`src/rtl/iob_soc_opencryptolinux_mem_arbiter.sv`:
```
// Two-master to one-slave IOb arbiter: round-robin grant, one outstanding read,
// read responses routed back to the master that issued the read.
module iob_soc_opencryptolinux_mem_arbiter #(
  parameter int ADDR_W = 32,
  parameter int DATA_W = 32
) (
  input  logic                clk_i,
  input  logic                arst_i,
  input  logic                cke_i,
  input  logic                m0_avalid_i,
  input  logic [ADDR_W-1:0]   m0_addr_i,
  input  logic [DATA_W-1:0]   m0_wdata_i,
  input  logic [DATA_W/8-1:0] m0_wstrb_i,
  output logic [DATA_W-1:0]   m0_rdata_o,
  output logic                m0_rvalid_o,
  output logic                m0_ready_o,
  input  logic                m1_avalid_i,
  input  logic [ADDR_W-1:0]   m1_addr_i,
  input  logic [DATA_W-1:0]   m1_wdata_i,
  input  logic [DATA_W/8-1:0] m1_wstrb_i,
  output logic [DATA_W-1:0]   m1_rdata_o,
  output logic                m1_rvalid_o,
  output logic                m1_ready_o,
  output logic                s_avalid_o,
  output logic [ADDR_W-1:0]   s_addr_o,
  output logic [DATA_W-1:0]   s_wdata_o,
  output logic [DATA_W/8-1:0] s_wstrb_o,
  input  logic [DATA_W-1:0]   s_rdata_i,
  input  logic                s_rvalid_i,
  input  logic                s_ready_i
);

  typedef enum logic {IDLE = 1'b0, WAIT_RD = 1'b1} state_t;

  state_t state, state_next;
  logic   owner, owner_next;
  logic   last, last_next;
  logic   lock, lock_next;
  logic   lock_id, lock_id_next;
  logic   grant;
  logic   run;
  logic   accept;
  logic   rsp;

  assign run = cke_i & ~arst_i;

  // A request stalled by s_ready_i keeps the grant until it is accepted, so the
  // request seen by memory never changes underneath it.
  always_comb begin
    grant = m1_avalid_i;
    if (lock && (lock_id ? m1_avalid_i : m0_avalid_i)) begin
      grant = lock_id;
    end else if (m0_avalid_i && m1_avalid_i) begin
      grant = ~last;
    end
  end

  assign s_avalid_o = run & (state == IDLE) & (m0_avalid_i | m1_avalid_i);
  assign s_addr_o   = grant ? m1_addr_i  : m0_addr_i;
  assign s_wdata_o  = grant ? m1_wdata_i : m0_wdata_i;
  assign s_wstrb_o  = grant ? m1_wstrb_i : m0_wstrb_i;

  assign accept     = s_avalid_o & s_ready_i;
  assign m0_ready_o = accept & ~grant;
  assign m1_ready_o = accept & grant;

  assign rsp         = s_rvalid_i & (state == WAIT_RD) & ~arst_i;
  assign m0_rvalid_o = rsp & ~owner;
  assign m1_rvalid_o = rsp & owner;
  assign m0_rdata_o  = s_rdata_i;
  assign m1_rdata_o  = s_rdata_i;

  always_comb begin
    state_next   = state;
    owner_next   = owner;
    last_next    = last;
    lock_next    = lock;
    lock_id_next = lock_id;
    if (cke_i) begin
      lock_next    = s_avalid_o & ~s_ready_i;
      lock_id_next = grant;
      case (state)
        IDLE: begin
          if (accept) begin
            last_next = grant;
            if (s_wstrb_o == '0) begin
              state_next = WAIT_RD;
              owner_next = grant;
            end
          end
        end
        WAIT_RD: begin
          if (s_rvalid_i) begin
            state_next = IDLE;
          end
        end
        default: state_next = IDLE;
      endcase
    end
  end

  // last resets to 1 so master 0 wins the first tie.
  always_ff @(posedge clk_i or posedge arst_i) begin
    if (arst_i) begin
      state   <= IDLE;
      owner   <= 1'b0;
      last    <= 1'b1;
      lock    <= 1'b0;
      lock_id <= 1'b0;
    end else begin
      state   <= state_next;
      owner   <= owner_next;
      last    <= last_next;
      lock    <= lock_next;
      lock_id <= lock_id_next;
    end
  end

endmodule

```
`config.mk`:
```
export PLATFORM = sky130hd
export DESIGN_NAME = iob_soc_opencryptolinux_mem_arbiter
export DESIGN_NICKNAME = d
export VERILOG_FILES = /design/src/rtl/iob_soc_opencryptolinux_mem_arbiter.sv
export SDC_FILE = /design/constraint.sdc
export NUM_CORES = 1
export LEC_CHECK = 0
export BUFFER_PORTS_ARGS = -buffer_cell sky130_fd_sc_hd__buf_2
export CAP_MARGIN = 20
export CORE_AREA = 2 2 121 123
export DETAILED_ROUTE_END_ITERATION = 12
export DIE_AREA = 0 0 123 125
export SYNTH_ARGS = -nofsm -noshare
export SYNTH_HDL_FRONTEND = slang
export SYNTH_SLANG_ARGS = --single-unit
```
`constraint.sdc`:
```
create_clock -name clk_i -period 2.2 [get_ports clk_i]
set_input_delay 0.11 -clock clk_i [delete_from_list [all_inputs] [get_ports clk_i]]
set_output_delay 0.11 -clock clk_i [all_outputs]
set_load 0.03 [all_outputs]
```
==> impl_results.md <==
- Status: finished clean
- Switching Share: 0.437
- Clock-pin slew on the worst setup and hold paths: about 0.04 ns
- Comb power frac: 0.657
- Port-buffer cells: approximately 220
- Crit-path max FO: 28
- # IOs: approximately 310
- Worst setup path class: flop to primary output
- Post-route ant nets: 0
- Mux contribution to synthesized area: 0.491
- Initial antenna violation count: 0
- Hold path depth: 2
- CP required: 2.09 ns
- Final wirelength: about 6300 microns
- Number of synthesis warnings: 0
- R2R setup slack: 0.66 ns
- WP buf/inv: 2
- GR Overflow Total: 0
- Vias in the first global route: between 1500 and 2000
- Cell Area, Synth: roughly 1600 sq um
- Synth Area in Adders: 0
- Tmin final: around 2.1 ns
- Final Hold Fails: 0
- Worst VDD drop: approximately 0.26 mV
- 1st-iter DRT viols: 63
- CP Capture Type: primary output
- Count of cell types in the netlist: 22
- RSZ-0062 raised after global routing: false
- Worst EP arrival: 1.96 ns
- CP top delay family: flip-flops
- Critical path launch point type: flop
- Synth Area in Simple Gates: 0.0600
- Yosys reg bits: 5
- Die area: between 15000 and 20000 sq um
- Core ar.: between 10000 and 15000 sq um
- DR vias/cell: around 3.4
- Critical path's slowest cell: dfstp_2
- WHS: 0.0850 ns
- Largest family of logic cells by synthesized area: multiplexers
- First-pass GRT wire length: 9240 microns
- Largest net degree at the start of global routing: 29
- Compound-cell area share of the yosys netlist: 0.0387
- Psw: approximately 530 uW
- Antenna diodes: 0
- Worst path cell trace: nor2b_1 > o21ai_1 > nand2_4 > buf_12 > mux2_2 > buf_2
- Clock power share: 0.246
- Avg Cell Area, Syn: approximately 9.2 sq um
- Root buffer cell: clkbuf_16
- GR Util All Layers: 0.0759
- # setup viols final: 0
- Synth Area in XOR/XNOR: 0
- Drt pass-1 iters: 4
- Setup TNS: 0 ns
- Total number of vias: 1732
- WP depth: 6
- Die Span Y: 125 microns
- Row cnt: 44
- Sequential fraction of the synthesis area: 0.0798
- Worst slew margin: 0.793
- Die X: about 120 microns
- Dpl hpwl: between 5000 and 6000 microns
- Most frequent cells in the layout: buf_2, mux2_2, dfrtp_1
- Internal: between 600 and 700 uW
- Clk_lat worst skew: around 0.23 ns
- CTS sink cnt: 5
- Static leakage: around 1.3 nW
- CTS Buffer Depth: 2
- Clock Skews: 0.00424 ns
- Fmax: about 480 MHz
- Slowest stage delay, CP: roughly 0.5 ns
- Tightest Hold Check Type: input port to flop
- Final Slew Violations: 0
- Synthesized instance count: approximately 170
- Commonest non-fill, non-tap cell in the layout: buf_2
- CTS tree: built
- Drt drc: 0
- Placer Congestion: roughly 0.86
- R2R cell count: 3
- Area growth syn-to-layout: 59.2%
- Initial core utilization: 0.112
- Seq pwr share: 0.097
- H-tree depth: 1
- Max-cap violations: 0
- # Post-CTS Setup Buffers: 0
- Tcrit/Tclk final: 0.942
- P per Cell Area: around 480 nW/um^2
- Slew at the pin closest to its max-slew limit: between 0.3 and 0.4 ns
- Layout cells sized above 1: 0.902
- NumNets Final: 501
- Syn nets: 348
- Wire length per cell: ~12 microns
- Num CTS Buffers: 3
## final timing paths
kind,startpoint,endpoint
worst max-delay path,last$_DFFE_PP1P_,s_wdata_o[26]
worst min-delay path,s_ready_i,lock$_DFFE_PP0P_
worst max register to register,state$_DFFE_PP0P_,owner$_DFFE_PP0P_
worst min register to register,last$_DFFE_PP1P_,last$_DFFE_PP1P_
max in group asynchronous,arst_i,last$_DFFE_PP1P_
min in group asynchronous,arst_i,state$_DFFE_PP0P_
## power groups by stage
stage               Sequential, mW  Combinational (mW)  Clock (mW)
finish                       0.119               0.803       0.300
global route                 0.121               0.849       0.319
CTS                          0.118               0.809       0.305
detailed placement           0.119               0.804           0
global placement             0.119               0.801           0
floorplan                    0.116               0.740           0
## final cells by class
type                    count  area (sq um)
inverters                   1          3.75
flip-flops and latches      5           126
well taps                 184           230
multi-input cells          95           941
clock buffers               4          78.8
fillers                  1641         11700
repair buffers            220          1140
## kinds of logic after synthesis
logic type             count (synthesis)
buffers and inverters                 73
multiplexers                          69
AND/OR/NAND/NOR                       17
AO/OA/AOI/OAI                          9
flip-flops                             5
## per-stage QoR
step                power, mW  instance area [sq um]  std cells  utilization  setup WS (ns)
floorplan               0.857                   1580        173            -          0.573
global placement        0.921                   2430        504        0.171          0.361
detailed placement      0.923                   2430        504        0.171          0.352
CTS                      1.23                   2520        509        0.178         0.0995
global route             1.29                   2520        509        0.178        0.00348
finish                   1.22                   2520        509        0.178          0.128
## layer usage
metal / global-route usage / vias to the layer above / share of wire
li1: - / 847 / -
met1: 0.102 / 760 / 0.42
met2: 0.123 / 98 / 0.48
met3: 0.0169 / 27 / 0.078
met4: 0.0187 / 0 / 0.024
met5: 0 / - / 0
## repair_timing
item	in CTS	in global routing
gates resized for setup	0	0
hold buffers	1	0
hold endpoints to repair	4	0
endpoints found under the setup margin	0	1
## registers in the layout, indices dropped and copies added, names as in the netlist
signal,count
last,1
owner,1
state,1
lock_id,1
lock,1
## Yosys cell counts, drive strengths merged
| cell | n | area (sq um) |
|---|---|---|
| inv | 1 | 3.75 |
| dfrtp | 4 | 100 |
| or4b | 1 | 10.0 |
| and2 | 1 | 6.26 |
| nor2 | 3 | 11.3 |
| mux2 | 69 | 777 |
| buf | 72 | 521 |
| nand2 | 3 | 11.3 |
| or4 | 2 | 15.0 |
| o21ai | 5 | 25.0 |
| nand2b | 1 | 6.26 |
| nor3b | 1 | 7.51 |
| nor2b | 2 | 12.5 |
| dfstp | 1 | 26.3 |
| o21ba | 1 | 10.0 |
| a221o | 1 | 10.0 |
| o41ai | 1 | 8.76 |
| a211oi | 1 | 7.51 |
| nor3 | 2 | 10.0 |
| nand3 | 1 | 5.00 |
Note: power is estimated with default switching activity, not from simulation.
